File: src/rtl/random_engine_pkg.sv
// Shared types and helpers for the random engine arbiter.
package random_engine_pkg;

  typedef enum logic {
    STATE_IDLE  = 1'b0,
    STATE_BURST = 1'b1
  } state_e;

  // Index width for an n-entry requester set; never narrower than one bit.
  function automatic int unsigned id_w(input int unsigned n);
    return (n > 1) ? unsigned'($clog2(n)) : 1;
  endfunction

endpackage

File: src/rtl/register.sv
// Plain D register with synchronous active-high reset to a parameterised value.
module register #(
  parameter int unsigned      Width    = 1,
  parameter logic [Width-1:0] ResetVal = '0
) (
  input  logic             clk_i,
  input  logic             rst_i,
  input  logic [Width-1:0] d_i,
  output logic [Width-1:0] q_o
);

  // Capture next state; reset wins.
  always_ff @(posedge clk_i) begin
    if (rst_i) begin
      q_o <= ResetVal;
    end else begin
      q_o <= d_i;
    end
  end

endmodule

File: src/rtl/rr_arbiter.sv
// Combinational round-robin pick: first asserted request at or after ptr_i, wrapping.
module rr_arbiter
  import random_engine_pkg::*;
#(
  parameter int unsigned NREQ = 4,
  parameter int unsigned IdW  = id_w(NREQ)
) (
  input  logic [NREQ-1:0] req_i,
  input  logic [IdW-1:0]  ptr_i,
  output logic [NREQ-1:0] gnt_o,
  output logic [IdW-1:0]  idx_o,
  output logic            valid_o
);

  // Scan NREQ positions starting at the pointer; the first hit wins.
  always_comb begin
    logic           found;
    int unsigned    k;
    logic [IdW-1:0] kk;
    gnt_o = '0;
    idx_o = '0;
    found = 1'b0;
    for (int unsigned off = 0; off < NREQ; off++) begin
      k = 32'(ptr_i) + off;
      if (k >= NREQ) k = k - NREQ;
      kk = IdW'(k);
      if (!found && req_i[kk]) begin
        found     = 1'b1;
        gnt_o[kk] = 1'b1;
        idx_o     = kk;
      end
    end
    valid_o = found;
  end

endmodule

File: src/rtl/random_engine_arbiter.sv
// Round-robin sharing of one LFSR datapath among NREQ burst requesters.
// The LFSR is advanced exactly once per word accepted by the granted requester.
module random_engine_arbiter
  import random_engine_pkg::*;
#(
  parameter int unsigned NREQ   = 4,
  parameter int unsigned LEN_W  = 8,
  parameter int unsigned DATA_W = 16
) (
  input  logic                  clk_i,
  input  logic                  rst_i,
  input  logic [NREQ-1:0]       req_val_i,
  input  logic [NREQ*LEN_W-1:0] req_len_i,
  output logic [NREQ-1:0]       req_rdy_o,
  output logic [NREQ-1:0]       resp_val_o,
  input  logic [NREQ-1:0]       resp_rdy_i,
  output logic [DATA_W-1:0]     resp_data_o,
  input  logic                  flush_i,
  input  logic [DATA_W-1:0]     lfsr_out_i,
  output logic                  lfsr_en_o,
  output logic                  busy_o,
  output logic [id_w(NREQ)-1:0] grant_id_o
);

  localparam int unsigned IdW = id_w(NREQ);

  state_e         state_q, state_d;
  logic [0:0]     state_raw_q;
  logic [IdW-1:0] ptr_q, ptr_d;
  logic [IdW-1:0] id_q, id_d;
  logic [LEN_W-1:0] cnt_q, cnt_d;

  logic [NREQ-1:0]  win_gnt;
  logic [IdW-1:0]   win_idx;
  logic             win_valid;
  logic [LEN_W-1:0] win_len;
  logic             accept;
  logic             fire;

  function automatic logic [IdW-1:0] wrap_inc(input logic [IdW-1:0] i);
    if (i == IdW'(NREQ - 1)) return '0;
    return i + IdW'(1);
  endfunction

  // State register and datapath registers.
  register #(.Width(1), .ResetVal(1'b0)) u_state_reg (
    .clk_i (clk_i),
    .rst_i (rst_i),
    .d_i   (state_d),
    .q_o   (state_raw_q)
  );
  assign state_q = state_e'(state_raw_q);

  register #(.Width(IdW), .ResetVal('0)) u_ptr_reg (
    .clk_i (clk_i),
    .rst_i (rst_i),
    .d_i   (ptr_d),
    .q_o   (ptr_q)
  );

  register #(.Width(IdW), .ResetVal('0)) u_id_reg (
    .clk_i (clk_i),
    .rst_i (rst_i),
    .d_i   (id_d),
    .q_o   (id_q)
  );

  register #(.Width(LEN_W), .ResetVal('0)) u_cnt_reg (
    .clk_i (clk_i),
    .rst_i (rst_i),
    .d_i   (cnt_d),
    .q_o   (cnt_q)
  );

  rr_arbiter #(
    .NREQ (NREQ),
    .IdW  (IdW)
  ) u_rr_arbiter (
    .req_i   (req_val_i),
    .ptr_i   (ptr_q),
    .gnt_o   (win_gnt),
    .idx_o   (win_idx),
    .valid_o (win_valid)
  );

  assign win_len = req_len_i[win_idx*LEN_W +: LEN_W];
  assign accept  = (state_q == STATE_IDLE) && win_valid && !flush_i;
  // flush outranks a word handshake in the same cycle.
  assign fire    = (state_q == STATE_BURST) && resp_rdy_i[id_q] && !flush_i;

  // Next-state logic: grant in IDLE, count words or abort in BURST.
  always_comb begin
    state_d = state_q;
    ptr_d   = ptr_q;
    id_d    = id_q;
    cnt_d   = cnt_q;
    case (state_q)
      STATE_IDLE: begin
        if (accept) begin
          id_d  = win_idx;
          cnt_d = win_len;
          if (win_len != '0) begin
            state_d = STATE_BURST;
          end else begin
            // Zero-length request is consumed without words but still rotates priority.
            ptr_d = wrap_inc(win_idx);
          end
        end
      end
      STATE_BURST: begin
        if (flush_i) begin
          state_d = STATE_IDLE;
          ptr_d   = wrap_inc(id_q);
          cnt_d   = '0;
        end else if (fire) begin
          cnt_d = cnt_q - LEN_W'(1);
          if (cnt_q == LEN_W'(1)) begin
            state_d = STATE_IDLE;
            ptr_d   = wrap_inc(id_q);
          end
        end
      end
      default: state_d = STATE_IDLE;
    endcase
  end

  // Output decode from current state and live handshake inputs.
  always_comb begin
    req_rdy_o  = '0;
    resp_val_o = '0;
    lfsr_en_o  = 1'b0;
    busy_o     = 1'b0;
    case (state_q)
      STATE_IDLE: begin
        if (!flush_i) req_rdy_o = win_gnt;
      end
      STATE_BURST: begin
        busy_o    = 1'b1;
        lfsr_en_o = fire;
        if (!flush_i) resp_val_o[id_q] = 1'b1;
      end
      default: ;
    endcase
  end

  assign resp_data_o = lfsr_out_i;
  assign grant_id_o  = id_q;

endmodule

File: config.mk
export PLATFORM = sky130hd
export DESIGN_NAME = random_engine_arbiter
export DESIGN_NICKNAME = d
export VERILOG_FILES = /design/src/rtl/random_engine_pkg.sv /design/src/rtl/register.sv /design/src/rtl/rr_arbiter.sv /design/src/rtl/random_engine_arbiter.sv
export SDC_FILE = /design/constraint.sdc
export NUM_CORES = 1
export LEC_CHECK = 0
export CORE_MARGIN = 3
export CORE_UTILIZATION = 25
export CTS_BUF_LIST = sky130_fd_sc_hd__clkbuf_4
export DETAILED_ROUTE_END_ITERATION = 12
export GPL_TIMING_DRIVEN = 0
export PLACE_DENSITY = 0.55
export SLEW_MARGIN = 20
export SYNTH_ARGS = -nofsm -noshare
export SYNTH_HDL_FRONTEND = slang
export SYNTH_SLANG_ARGS = --single-unit
File: constraint.sdc
create_clock -name clk_i -period 4.55 [get_ports clk_i]
set_input_delay 1.1375 -clock clk_i [delete_from_list [all_inputs] [get_ports clk_i]]
set_output_delay 1.1375 -clock clk_i [all_outputs]
set_load 0.01 [all_outputs]
======== Word level (Yosys, flattened, before mapping) ========
Index checks and enable logic that the tools add are counted.
word-level totals
  flip-flop bits (word level) ............. 13
  input port bits ......................... 59
  output and inout port bits .............. 28
  word-level logic and storage cells ...... 134
cells by class
  $add $sub $neg .......................... 10
  magnitude comparators ................... 14
  eq/ne operators ......................... 7
  shift operators ......................... 1
  muxes and demuxes ....................... 74
  bitwise operators ....................... 4
  reductions and logical operators ........ 20
operators with widths
  operator                                                                             count
  2-bit 2-to-1 mux                                                                     18
  1-bit 2-to-1 mux                                                                     32
  4-bit 2-to-1 mux                                                                     8
  32-bit by 6-bit indexed part select with 8-bit output                                1
  8-bit 2-to-1 mux                                                                     3
  8-bit case mux with 2 select lines                                                   1
  2-bit by 3-bit < comparator with 1-bit output, second input constant                 5
  1-bit logical AND                                                                    12
  4-bit OR                                                                             3
  1-bit binary-select mux with 2-bit select                                            5
  1-bit demux with 2-bit select                                                        5
  2-bit by 1-bit greater-or-equal comparator with 1-bit output, second input constant  5
  3-bit greater-or-equal comparator, second input constant                             3
  8-bit by 1-bit == test with 1-bit output, second input constant                      1
  8-bit nonzero test                                                                   1
  2-bit by 1-bit subtractor with 2-bit output, second input constant                   4
  8-bit by 1-bit subtractor with 8-bit output, second input constant                   1
  2-bit by 2-bit adder with 3-bit output, second input constant                        2
  3-bit inequality test, second input constant                                         2
  2-bit by 1-bit adder with 2-bit output, second input constant                        2
  2-bit == test, second input constant                                                 2
  1-bit zero test                                                                      4
  2-bit inequality test, second input constant                                         2
  2-bit case mux with 2 select lines                                                   1
  other kinds (6)                                                                      7

======== Longest topological paths before layout ========
  depth after elaboration ................. 23
  mapped depth ............................ 14

======== Cells and area by module ========
A second synthesis with hierarchy kept.
unflattened totals
  cell total of the unflattened synthesis .. 193
  area, all modules ....................... 1764.2 um^2
by module, submodules not included
  module                   instances  cells an instance  area each (um^2)  sequential area each (um^2)
  random_engine_arbiter    1          122                996.0             0.0
  rr_arbiter               1          45                 419.2             0.0
  register (u_cnt_reg)     1          16                 210.2             160.2
  register (u_id_reg ...)  2          4                  52.6              40.0
  register (u_state_reg)   1          2                  33.8              20.0

======== Least setup slack after synthesis ========
No wires, ideal clock.
  path kind ............................... input-to-output
  from .................................... in req_val_i[3]
  to ...................................... out req_rdy_o[0]
  data arrival time ....................... 2517 ps
  path slack .............................. 896 ps
  stages on the path ...................... 6
  path buffers ............................ 1
  cells stage by stage .................... mux4_2 > buf_2 > nor3_1 > and2_1 > a221oi_1 > nor3_1
on the way
  cells in the longest elaborated chain, start to end .. 14
  elaborated cells between the ends (all ways) .. 26
  classes of those cells .................. 17 x mux; 3 x bitwise; 6 x reduce/logical
ends and longest elaborated chain
  item                                       line                          text
  start: declaration                         random_engine_arbiter.sv:12   input logic [NREQ-1:0] req_val_i,
  1-bit binary-select mux with 2-bit select  rr_arbiter.sv:27              if (!found && req_i[kk]) begin
  1-bit 2-to-1 mux (not written as such)     rr_arbiter.sv:27
  1-bit 2-to-1 mux                           rr_arbiter.sv:27
  1-bit zero test                            rr_arbiter.sv:27
  1-bit logical AND                          rr_arbiter.sv:27
  1-bit 2-to-1 mux                           rr_arbiter.sv:27
  1-bit zero test                            rr_arbiter.sv:27
  1-bit logical AND                          rr_arbiter.sv:27
  1-bit 2-to-1 mux                           rr_arbiter.sv:27
  1-bit zero test                            rr_arbiter.sv:27
  1-bit logical AND                          rr_arbiter.sv:27
  4-bit 2-to-1 mux *                         rr_arbiter.sv:27
  4-bit 2-to-1 mux *                         random_engine_arbiter.sv:135  if (!flush_i) req_rdy_o = win_gnt;
  4-bit 2-to-1 mux *                         random_engine_arbiter.sv:133  case (state_q)
  end: declaration                           random_engine_arbiter.sv:14   output logic [NREQ-1:0] req_rdy_o,
Mark *: on every way between the ends. The rest lies on a longest branch, timed or not. The select of a mux whose other input is x is not followed.

======== Worst setup path after layout ========
  from .................................... in req_val_i[0]
  to ...................................... out req_rdy_o[2]
Same word-level chain as after synthesis.

==> metrics.md <==
| Metric | Value |
|---|---|
| Comb pwr share | `0.743` |
| Router iterations before antenna repair | `4` |
| Worst VDD drop | `0.000119 V` |
| N_diodes | `0` |
| Crit path to | `req_rdy_o[2]` |
| Switching part of the total power | `0.476` |
| Vias in the first global route | `about 2.1k` |
| HP Class | `reg -> reg` |
| Die H | `around 95 um` |
| Initial DRC Count | `a little over 80` |
| PortBufs | `69` |
| Crit path from | `req_val_i[0]` |
| Initial antenna violation count | `0` |
| Crit path depth | `8` |
| # hold bufs at CTS | `0` |
| Die footprint | `about 9000 um^2` |
| Drt total wl | `between 5000 and 6000 um` |
| Cell area after layout | `2830 um^2` |
| DR WL/cell | `roughly 14 um` |
| Leading area contributor after synthesis | `dfxtp_1` |
| Result of the run | `completed` |
| H-tree Lvls | `1` |
| Fmax | `roughly 240 MHz` |
| Placeable Area | `7450 um^2` |
| PD cells | `between 300 and 400 nW/um^2` |
| Relative slew slack | `0.370` |
| CP bufs+invs | `3` |
| WS Path Type | `in -> out` |
| Nets | `between 300 and 400` |
| GPL Wtd Cong | `approximately 0.8` |
| Synth top area share | `0.132` |
| Worst R2R Start | `u_ptr_reg.q_o[0]` |
| Most common flop cell mapped by yosys | `dfxtp_1` |
| Max-cap violations | `0` |
| Synthesis Warnings | `0` |
| Setup Fix Bufs, Post-CTS | `0` |
| Post-Syn Area | `between 1500 and 2000 um^2` |
| Clock Latency Late Sink | `0.28 ns` |
| P_sw | `0.479 mW` |
| RSZ-0062 raised after global routing | `false` |
| Syn_area_per_cell | `approximately 7.9 um^2` |
| Sequential fraction of design power | `0.175` |
| DR vias/cell | `just over 5` |
| GRT overflow | `0` |
| Total track usage | `0.129` |
| Largest net degree at the start of global routing | `11` |
| Final setup fails | `0` |
| Clk pwr share | `0.083` |
| Max incr delay on CP | `0.51 ns` |
| Critical Path RT | `roughly 3.4 ns` |
| Critical Path Fanout Max | `10` |
| Die width | `94.8 um` |
| Clk buf depth | `2` |
| Critical Path End Type | `output port` |
| DRT antenna net count | `0` |
| Root buf cell | `clkbuf_4` |
| Most frequent cells in the layout | `61 x clkdlybuf4s50_1, 17 x buf_4, 16 x nor2_1, 16 x a21boi_0, 14 x ha_1` |
| Final min period | `4.13 ns` |
| # rows | `31` |
| Startpoint types | `input port` |
| CTS tree | `yes` |
| First-pass GRT wire length | `~9700 um` |
| Ports | `87` |
| Hold Violations, Final | `0` |
| Area contributors post-synth | `dfxtp_1 13%, ha_1 8.9%, o32ai_2 6.6%` |
| Cell count after synthesis | `between 200 and 250` |
| Leak pwr | `1.11 nW` |
| DP Area | `approximately 2800 um^2` |
| Ys async rst share | `0` |
| Max-slew violation count | `0` |
| CP most frequent cell | `nor3_1` |
| Setup slack, reg-to-reg | `0.88 ns` |
| WHS | `about 0.48 ns` |
| Design Power | `1.01 mW` |
| Final period utilization | `0.908` |
| Fill count | `around 790` |
| Num CTS Buffers | `3` |
| Final HPWL DP | `~4700 um` |
| #FFs+latches synth | `13` |
| Post-synth EDFFs | `0` |
| Reg clk slew, reported paths | `0.09 ns` |
| Clk sinks | `13` |
| Clock Skew | `roughly 0.0052 ns` |
| FF-to-FF End | `u_ptr_reg.q_o[1]` |
| Initial core utilization | `0.265` |
| DR vias | `2142` |
| Critical Path Slowest Stage Cell | `mux4_2` |
| Register area share after synthesis | `0.132` |
| Delay-heaviest family, CP | `buffers and inverters` |
| CP Cell Sequence | `dlygate4sd2_1 -> mux4_2 -> buf_2 -> nor3_1 -> and2_4 -> a221oi_1 -> nor3_1 -> dlymetal6s2s_1` |
| Seq. cell area | `around 260 um^2` |
| Leading cell type in the layout, fill and taps excluded | `clkdlybuf4s50_1` |
| Syn nets | `between 300 and 400` |
| Synthesis-to-layout area growth | `43.4%` |
| Int Pwr | `roughly 0.53 mW` |
| Reg2Reg Depth | `13` |
| Distinct cells, synth | `50` |
| Drc violations | `0` |
| Area occupied by multi-input gates | `1460 um^2` |
| Least-Margin Pin Slew | `between 0.9 and 1 ns` |
| Share of cells above drive strength 1 | `0.149` |
| CP arrival | `roughly 3 ns` |
==> worst min-delay path, cell delays in order (launching register included) <==
cell	delay, ns
dfxtp_1	0.32
o21ai_0	0.07
a21oi_1	0.06
==> area by class of cell <==
class / instances / share of cell area
Tap cell: 99 / 0.0438
Inverter: 9 / 0.0120
Sequential cell: 13 / 0.0925
Timing Repair Buffer: 69 / 0.246
Buffer: 34 / 0.0775
Multi-Input combinational cell: 193 / 0.517
Clock buffer: 4 / 0.0106
==> how the worst min path moves through the flow <==
stage	startpoint	end	slack (ns)	cells after the start
after floorplan	u_cnt_reg.q_o[6]	u_cnt_reg.q_o[6]	0.45	2
after global placement	u_cnt_reg.q_o[6]	u_cnt_reg.q_o[6]	0.46	2
after detailed placement	u_cnt_reg.q_o[6]	u_cnt_reg.q_o[6]	0.47	2
after CTS	u_cnt_reg.q_o[6]	u_cnt_reg.q_o[6]	0.48	2
after global routing	u_cnt_reg.q_o[4]	u_cnt_reg.q_o[4]	0.52	2
final	u_cnt_reg.q_o[6]	u_cnt_reg.q_o[6]	0.48	2
==> per-stage QoR <==
| stage | utilization | std cells | setup TNS (ns) | setup WS [ns] |
|---|---|---|---|---|
| finish | 0.380 | 421 | 0 | 0.416 |
| CTS | 0.378 | 421 | 0 | 0.0259 |
| floorplan | - | 249 | 0 | 0.896 |
| global placement | 0.374 | 417 | -0.874 | -0.222 |
| detailed placement | 0.374 | 417 | -0.972 | -0.258 |
| global route | 0.380 | 421 | 0 | 0.277 |
==> layer usage <==
metal | global-route usage | routed length (um) | up-vias
met5 | 0 | 0 | -
li1 | - | - | 1072
met1 | 0.185 | 2870 | 991
met2 | 0.204 | 2470 | 73
met4 | 0.0313 | 69 | 0
met3 | 0.0167 | 391 | 6
==> what timing repair did <==
item,in CTS,in global routing
endpoints found under the setup margin,4,4
gates resized for setup,6,5
cloned,0,0
==> synthesized netlist by cell type (5+ instances only) <==
master	n
nor3_1	9
a21oi_1	8
ha_1	14
nor2b_1	5
clkbuf_1	10
a22oi_1	5
a21boi_0	16
buf_2	5
inv_1	9
and2_1	8
o22ai_1	9
buf_4	16
o32ai_2	8
nor2_1	16
and3_1	9
dfxtp_1	13
o21ai_1	10
nand3_1	12
o221ai_1	5
nand2_1	8
o21ai_0	9
==> kinds of logic (layout without fill, tap and decap cells) <==
family	Yosys count	count (layout)	synth area share
buf+inv	43	116	0.127
flops	13	13	0.132
simple gates	83	83	0.237
compound gates	85	85	0.335
fa+ha+maj	14	14	0.0889
xor+xnor	3	3	0.0133
mux	8	8	0.0660
==> power by group through the flow <==
| stage | Clock (mW) | Combinational [mW] | Sequential, mW |
|---|---|---|---|
| 2_1_floorplan | 0 | 0.546 | 0.169 |
| 3_5_place_dp | 0 | 0.745 | 0.176 |
| 4_1_cts | 0.0830 | 0.749 | 0.174 |
| 6_report | 0.0831 | 0.747 | 0.176 |
| 5_1_grt | 0.0876 | 0.825 | 0.181 |
| 3_3_place_gp | 0 | 0.733 | 0.177 |
==> state kept, by name (all words and copies together), names as in the netlist <==
name / cells
u_id_reg.q_o: 2
u_cnt_reg.q_o: 8
u_ptr_reg.q_o: 2
u_state_reg.q_o: 1
(Power assumes the default switching activity.)
